`config.mk`:
```
export PLATFORM = sky130hd
export DESIGN_NAME = mul_ctrl_flat
export DESIGN_NICKNAME = d
export VERILOG_FILES = /design/src/rtl/mul_ctrl_pkg.sv /design/src/rtl/mul_ctrl_if.sv /design/src/rtl/mul_ctrl.sv /design/src/flat_wrapper.sv
export SDC_FILE = /design/constraint.sdc
export NUM_CORES = 1
export LEC_CHECK = 0
export BUFFER_PORTS_ARGS = -buffer_cell sky130_fd_sc_hd__buf_2
export CAP_MARGIN = 20
export CORE_MARGIN = 5
export CORE_UTILIZATION = 39
export CTS_CLUSTER_SIZE = 24
export DETAILED_ROUTE_END_ITERATION = 12
export GPL_ROUTABILITY_DRIVEN = 0
export GPL_TIMING_DRIVEN = 0
export PLACE_DENSITY = 0.71
export SETUP_SLACK_MARGIN = 0.02
export SLEW_MARGIN = 40
export SYNTH_ARGS = -nofsm -noshare
export SYNTH_HDL_FRONTEND = slang
export SYNTH_SLANG_ARGS = --single-unit
```
`constraint.sdc`:
```
create_clock -name clk -period 2.6 [get_ports clk]
set_input_delay 0.39 -clock clk [delete_from_list [all_inputs] [get_ports clk]]
set_output_delay 0.39 -clock clk [all_outputs]
set_load 0.05 [all_outputs]
```
`src/rtl/mul_ctrl_pkg.sv`:
```
// mul_ctrl_pkg: shared types and constants for the multiply sequencing controller.
//   state_e          - controller state encoding
//   MUL_W / PROD_W   - operand and product widths
//   TIMEOUT_DEFAULT  - default watchdog limit in BUSY cycles
package mul_ctrl_pkg;

    localparam int unsigned MUL_W           = 32;
    localparam int unsigned PROD_W          = 64;
    localparam int unsigned TIMEOUT_DEFAULT = 40;

    typedef enum logic [1:0] {
        StIdle  = 2'd0,
        StBusy  = 2'd1,
        StDone  = 2'd2,
        StAbort = 2'd3
    } state_e;

endpackage

```
`src/rtl/mul_ctrl_if.sv`:
```
// mul_ctrl_if: bus between the multiply controller and the iterative multiplier.
//   mul_start_o   - run request to the multiplier (controller -> multiplier)
//   mul_sign_o    - 1 = signed multiply        (controller -> multiplier)
//   mul_op1_o     - latched operand A          (controller -> multiplier)
//   mul_op2_o     - latched operand B          (controller -> multiplier)
//   mul_result_i  - 64-bit product             (multiplier -> controller)
//   mul_ready_i   - product valid              (multiplier -> controller)
// Modports: master = controller side, slave = multiplier side.
interface mul_ctrl_if;
    import mul_ctrl_pkg::*;

    logic              mul_start_o;
    logic              mul_sign_o;
    logic [MUL_W-1:0]  mul_op1_o;
    logic [MUL_W-1:0]  mul_op2_o;
    logic [PROD_W-1:0] mul_result_i;
    logic              mul_ready_i;

    modport master (
        output mul_start_o,
        output mul_sign_o,
        output mul_op1_o,
        output mul_op2_o,
        input  mul_result_i,
        input  mul_ready_i
    );

    modport slave (
        input  mul_start_o,
        input  mul_sign_o,
        input  mul_op1_o,
        input  mul_op2_o,
        output mul_result_i,
        output mul_ready_i
    );

endinterface

```
`src/rtl/mul_ctrl.sv`:
```
// mul_ctrl: sequencing controller between EX and the iterative 32x32 multiplier.
// Accepts one mult/multu at a time, latches its operands, holds start and stalls the
// pipeline while the multiplier runs, then issues a one-cycle HI/LO write. A flush
// kills the operation; a watchdog aborts it and raises a sticky error.
// Ports:
//   clk, rst         - clock, synchronous active-high reset
//   req_valid        - EX holds a multiply instruction
//   req_signed       - 1 = mult, 0 = multu
//   req_op_a/b       - rs / rt operands
//   flush            - kill the in-flight instruction
//   mul              - multiplier bus (master side)
//   stall_o          - freeze IF/ID/EX
//   hilo_we_o        - one-cycle HI/LO write enable
//   hi_o / lo_o      - product[63:32] / product[31:0]
//   timeout_err_o    - sticky watchdog error, cleared only by rst
module mul_ctrl
    import mul_ctrl_pkg::*;
#(
    parameter int unsigned TIMEOUT_CYCLES = TIMEOUT_DEFAULT,
    parameter int unsigned CNT_W          = 6
) (
    input  logic              clk,
    input  logic              rst,
    input  logic              req_valid,
    input  logic              req_signed,
    input  logic [MUL_W-1:0]  req_op_a,
    input  logic [MUL_W-1:0]  req_op_b,
    input  logic              flush,
    mul_ctrl_if.master        mul,
    output logic              stall_o,
    output logic              hilo_we_o,
    output logic [MUL_W-1:0]  hi_o,
    output logic [MUL_W-1:0]  lo_o,
    output logic              timeout_err_o
);

    localparam logic [CNT_W-1:0] CntLast = CNT_W'(TIMEOUT_CYCLES - 1);

    state_e            state_q, state_d;
    logic [MUL_W-1:0]  op_a_q, op_a_d;
    logic [MUL_W-1:0]  op_b_q, op_b_d;
    logic              sign_q, sign_d;
    logic [CNT_W-1:0]  cnt_q, cnt_d;
    logic [PROD_W-1:0] result_q, result_d;
    logic              err_q, err_d;

    logic              start;
    logic              stall;
    logic              hilo_we;

    always_ff @(posedge clk) begin
        if (rst) begin
            state_q  <= StIdle;
            op_a_q   <= '0;
            op_b_q   <= '0;
            sign_q   <= 1'b0;
            cnt_q    <= '0;
            result_q <= '0;
            err_q    <= 1'b0;
        end else begin
            state_q  <= state_d;
            op_a_q   <= op_a_d;
            op_b_q   <= op_b_d;
            sign_q   <= sign_d;
            cnt_q    <= cnt_d;
            result_q <= result_d;
            err_q    <= err_d;
        end
    end

    always_comb begin
        state_d  = state_q;
        op_a_d   = op_a_q;
        op_b_d   = op_b_q;
        sign_d   = sign_q;
        cnt_d    = cnt_q;
        result_d = result_q;
        err_d    = err_q;
        start    = 1'b0;
        stall    = 1'b0;
        hilo_we  = 1'b0;

        case (state_q)
            StIdle: begin
                // Stall already in the accept cycle so EX holds the instruction.
                if (req_valid && !flush) begin
                    stall   = 1'b1;
                    op_a_d  = req_op_a;
                    op_b_d  = req_op_b;
                    sign_d  = req_signed;
                    cnt_d   = '0;
                    state_d = StBusy;
                end
            end
            StBusy: begin
                start = 1'b1;
                stall = 1'b1;
                cnt_d = cnt_q + CNT_W'(1);
                if (flush) begin
                    state_d = StAbort;
                end else if (mul.mul_ready_i) begin
                    result_d = mul.mul_result_i;
                    state_d  = StDone;
                end else if (cnt_q == CntLast) begin
                    err_d   = 1'b1;
                    state_d = StAbort;
                end
            end
            StDone: begin
                // Stall drops here so the EX instruction retires at the end of this cycle.
                hilo_we = !flush;
                state_d = StIdle;
            end
            StAbort: begin
                // One cycle with start low lets the multiplier clear its run flag.
                stall   = 1'b1;
                state_d = StIdle;
            end
            default: begin
                state_d = StIdle;
            end
        endcase
    end

    assign mul.mul_start_o = start;
    assign mul.mul_sign_o  = sign_q;
    assign mul.mul_op1_o   = op_a_q;
    assign mul.mul_op2_o   = op_b_q;

    assign stall_o       = stall;
    assign hilo_we_o     = hilo_we;
    assign hi_o          = result_q[PROD_W-1:MUL_W];
    assign lo_o          = result_q[MUL_W-1:0];
    assign timeout_err_o = err_q;

endmodule

```
`src/flat_wrapper.sv`:
```
// flat-port wrapper written by rule: the top's interface ports become plain ports
module mul_ctrl_flat import mul_ctrl_pkg::*;
#(
    parameter int unsigned TIMEOUT_CYCLES = TIMEOUT_DEFAULT,
    parameter int unsigned CNT_W          = 6
)
  (clk, rst, req_valid, req_signed, req_op_a, req_op_b, flush, stall_o, hilo_we_o, hi_o, lo_o, timeout_err_o, mul_mul_start_o, mul_mul_sign_o, mul_mul_op1_o, mul_mul_op2_o, mul_mul_result_i, mul_mul_ready_i);
  mul_ctrl_if mul_i ();
  input  logic clk;
  input  logic rst;
  input  logic req_valid;
  input  logic req_signed;
  input  logic [MUL_W-1:0] req_op_a;
  input  logic [MUL_W-1:0] req_op_b;
  input  logic flush;
  output logic stall_o;
  output logic hilo_we_o;
  output logic [MUL_W-1:0] hi_o;
  output logic [MUL_W-1:0] lo_o;
  output logic timeout_err_o;
  output wire logic [$bits(mul_i.mul_start_o)-1:0] mul_mul_start_o;
  output wire logic [$bits(mul_i.mul_sign_o)-1:0] mul_mul_sign_o;
  output wire logic [$bits(mul_i.mul_op1_o)-1:0] mul_mul_op1_o;
  output wire logic [$bits(mul_i.mul_op2_o)-1:0] mul_mul_op2_o;
  input wire logic [$bits(mul_i.mul_result_i)-1:0] mul_mul_result_i;
  input wire logic [$bits(mul_i.mul_ready_i)-1:0] mul_mul_ready_i;
  assign mul_mul_start_o = mul_i.mul_start_o;
  assign mul_mul_sign_o = mul_i.mul_sign_o;
  assign mul_mul_op1_o = mul_i.mul_op1_o;
  assign mul_mul_op2_o = mul_i.mul_op2_o;
  assign mul_i.mul_result_i = mul_mul_result_i;
  assign mul_i.mul_ready_i = mul_mul_ready_i;
  mul_ctrl #(.TIMEOUT_CYCLES(TIMEOUT_CYCLES), .CNT_W(CNT_W)) u_core (.clk(clk), .rst(rst), .req_valid(req_valid), .req_signed(req_signed), .req_op_a(req_op_a), .req_op_b(req_op_b), .flush(flush), .mul(mul_i), .stall_o(stall_o), .hilo_we_o(hilo_we_o), .hi_o(hi_o), .lo_o(lo_o), .timeout_err_o(timeout_err_o));
endmodule
```
==> results.py <==
metrics = {
    "outcome": {
        "status": "finished clean",
    },
    "logic_synthesis": {
        "synth_simple_gate_area_share": 0.230,
        "ys_seq_area_frac": 0.562,
        "synth_compound_area_frac": 0.148,
        "synth_fa_ha_area_frac": 0.00254,
        "synthMuxAreaShare": 0.00432,
        "synthCells": 617,
        "yosys_warnings": 0,
        "synth_area_leader_cell": "dfxtp_1",
        "synth_xor_area_frac": 0,
        "syn_area_per_cell_um2": 7.97,
        "netlist-cell-type-count": 32,
        "synth_top_family_by_area": "simple AND/OR/NAND/NOR gates",
        "synthTopCellsByArea": "dfxtp_1, nand2_1, a21oi_1, clkbuf_1, buf_6",
        "synth_top_area_frac": 0.562,
        "ys_ff_latch": 138,
        "synthesis.nets": 752,
        "syn-cell-area_um2": 4920,
    },
    "sta": {
        "clock_skew_ps": 4.77,
        "finalCritPeriodShare": 0.734,
        "drv_slew": 0,
        "rsz0062_at_grt": "false",
        "relSlewSlack": 0.606,
        "setup_tns_ps": 0,
        "setup_viol": 0,
        "worst_pin_slew_ps": 591,
        "finalHoldViolCount": 0,
        "clock.fmax_ghz": 0.524,
        "min_period_ps": 1910,
    },
    "clock_network": {
        "cts_buffers": 17,
        "cts_root_buffer": "clkbuf_16",
        "cts_tree": "built",
        "h-tree-depth": 4,
        "worst_skew_pair.late_latency_ps": 410,
        "ctsResizeCount": 0,
        "ctsHoldBuffers": 0,
        "post_cts_buffers": 0,
        "ctsLongestPathBuffers": 2,
        "cts.sinks": 138,
        "clkTransAtPathRegs_ps": 60,
    },
    "layout": {
        "mostFrequentLayoutCell": "buf_2",
        "syn2layout_area_growth_pct": 43.5,
        "mostFrequentLayoutCells": "buf_2, nand2_1, dfxtp_1",
        "nets": 1037,
        "fin_area_um2": 7060,
        "drive_gt1_frac": 0.347,
    },
    "die": {
        "row_count": 41,
        "die_area_um2": 15000,
        "die_w_um": 122,
        "start_util": 0.393,
        "ioPinCount": 267,
        "die_h_um": 122,
        "core_um2": 12500,
    },
    "pwr": {
        "ir_worst_vdd_uv": 341,
        "pwr-share-clk": 0.453,
        "p_int_uw": 3920,
        "switching_share": 0.256,
        "power_frac_comb": 0.125,
        "switching_power_uw": 1350,
        "finalPower_uw": 5260,
        "p_seq_frac": 0.422,
        "p_leak_uw": 0.00323,
        "p_per_area_nw_per_um2": 746,
    },
    "min_path": {
        "hold_class": "input pin to flop",
        "hold_depth": 3,
    },
    "worst_setup_path": {
        "critical_path_class": "flop to output port",
        "crit_path_start_kind": "flop",
        "reg2regPathDepth": 6,
        "crit_path_max_fanout": 10,
        "cp-end-kind": "output port",
        "crit_required_ps": 2210,
        "arrival_ps": 1520,
    },
    "place": {
        "portBuffers": 266,
        "dp_hpwl_mm": 11.1,
        "placed_area_um2": 6460,
    },
    "route": {
        "post_drt_wl_per_cell_um": 13.4,
        "drt_first_pass_iters": 6,
        "ant_nets": 0,
        "vias": 5013,
        "routed_via_density": 4.61,
        "totalWireLength_mm": 14.6,
        "drcViolationCount": 0,
        "drt_iter0_markers": 179,
    },
    "grt": {
        "grtUsageTotal": 0.190,
        "antenna_found_initial": 1,
        "grt_max_degree": 17,
        "grt_pass1_vias": 4614,
        "grt_pass1_wl_mm": 22.3,
        "grt-ovfl-total": 0,
    },
    "flow_run": {
        "cap_violations": 0,
    },
}
synth_stat cells (all sizes together):
| library cell | number |
|---|---|
| mux2i | 1 |
| o211ai | 1 |
| clkbuf | 24 |
| nand2b | 2 |
| nand3b | 2 |
| nand3 | 2 |
| o311ai | 1 |
| o311a | 1 |
| nor3 | 1 |
| or4 | 1 |
| o21ai | 2 |
| nor2 | 7 |
| nor4bb | 1 |
| a2bb2oi | 1 |
| nand4bb | 1 |
| o22ai | 1 |
| a311oi | 1 |
| nor4b | 1 |
| ha | 1 |
| inv | 8 |
| buf | 20 |
| nor3b | 2 |
| or4b | 1 |
| dfxtp | 138 |
| a21boi | 1 |
| a21oi | 130 |
| nand4 | 2 |
| mux2 | 1 |
| nand2 | 261 |
| o32ai | 1 |
state kept, by name (all words and copies together), names as in the netlist:
name                   flops
u_core.state_q             2
u_core.result_q           64
u_core.mul.mul_op1_o      32
u_core.timeout_err_o       1
u_core.mul.mul_op2_o      32
u_core.mul.mul_sign_o      1
u_core.cnt_q               6
final timing paths:
path / from / to / slack (ps)
worst min-delay path: mul_mul_result_i[4] / u_core.result_q[4]$_SDFFE_PP0P_ / 210
worst min register to register: u_core.result_q[1]$_SDFFE_PP0P_ / u_core.result_q[1]$_SDFFE_PP0P_ / 450
worst max-delay path: u_core.state_q[1]$_SDFFE_PP0P_ / hilo_we_o / 690
worst max register to register: u_core.state_q[1]$_SDFFE_PP0P_ / u_core.result_q[15]$_SDFFE_PP0P_ / 980
cell families after synthesis:
group | after synthesis
and+or+nand+nor | 284
adders and majority gates | 1
buffers and inverters | 52
DFF | 138
AOI/OAI and AO/OA | 140
muxes | 2
area by class of cell:
type                    count  area [µm²]
clock inverters             6        86.3
well taps                 172         215
diodes                      1        2.50
fillers                  1265        5460
clock buffers              25         505
multi-input cells         427        1890
plain buffers              44         231
flip-flops and latches    138        2760
inverters                   8        30.0
repair buffers            266        1330
metal layers:
metal  up-vias  global-route usage  routed length, µm
li1       2570                   -                  -
met1      2216               0.212               5890
met2       200               0.307               6740
met3        27              0.0935               1620
met4         0              0.0819                312
met5         -                   0                  0
metrics by stage:
| step | instances | worst slack (ps) | utilization | hold WS [ps] |
|---|---|---|---|---|
| finish | 1087 | 690 | 0.564 | 213 |
| global route | 1086 | 536 | 0.564 | 196 |
| CTS | 1086 | 629 | 0.564 | 189 |
| detailed placement | 1055 | 890 | 0.516 | 444 |
| global placement | 1055 | 915 | 0.516 | 438 |
| floorplan | 617 | 573 | - | 463 |
power by group through the flow:
stage	combinational [µW]	sequential (µW)	clock [µW]
3_3_place_gp	663	2260	0
3_5_place_dp	663	2270	0
4_1_cts	665	2220	2440
2_1_floorplan	195	2500	0
6_report	659	2220	2380
5_1_grt	711	2230	2540
worst max-delay path, cell delays in order, from the launching register on:
cell and delay (ps):
dfxtp_1 300, buf_2 190, inv_1 100, nor3_1 200, buf_2 310
Power figures use the tool's default switching activity.
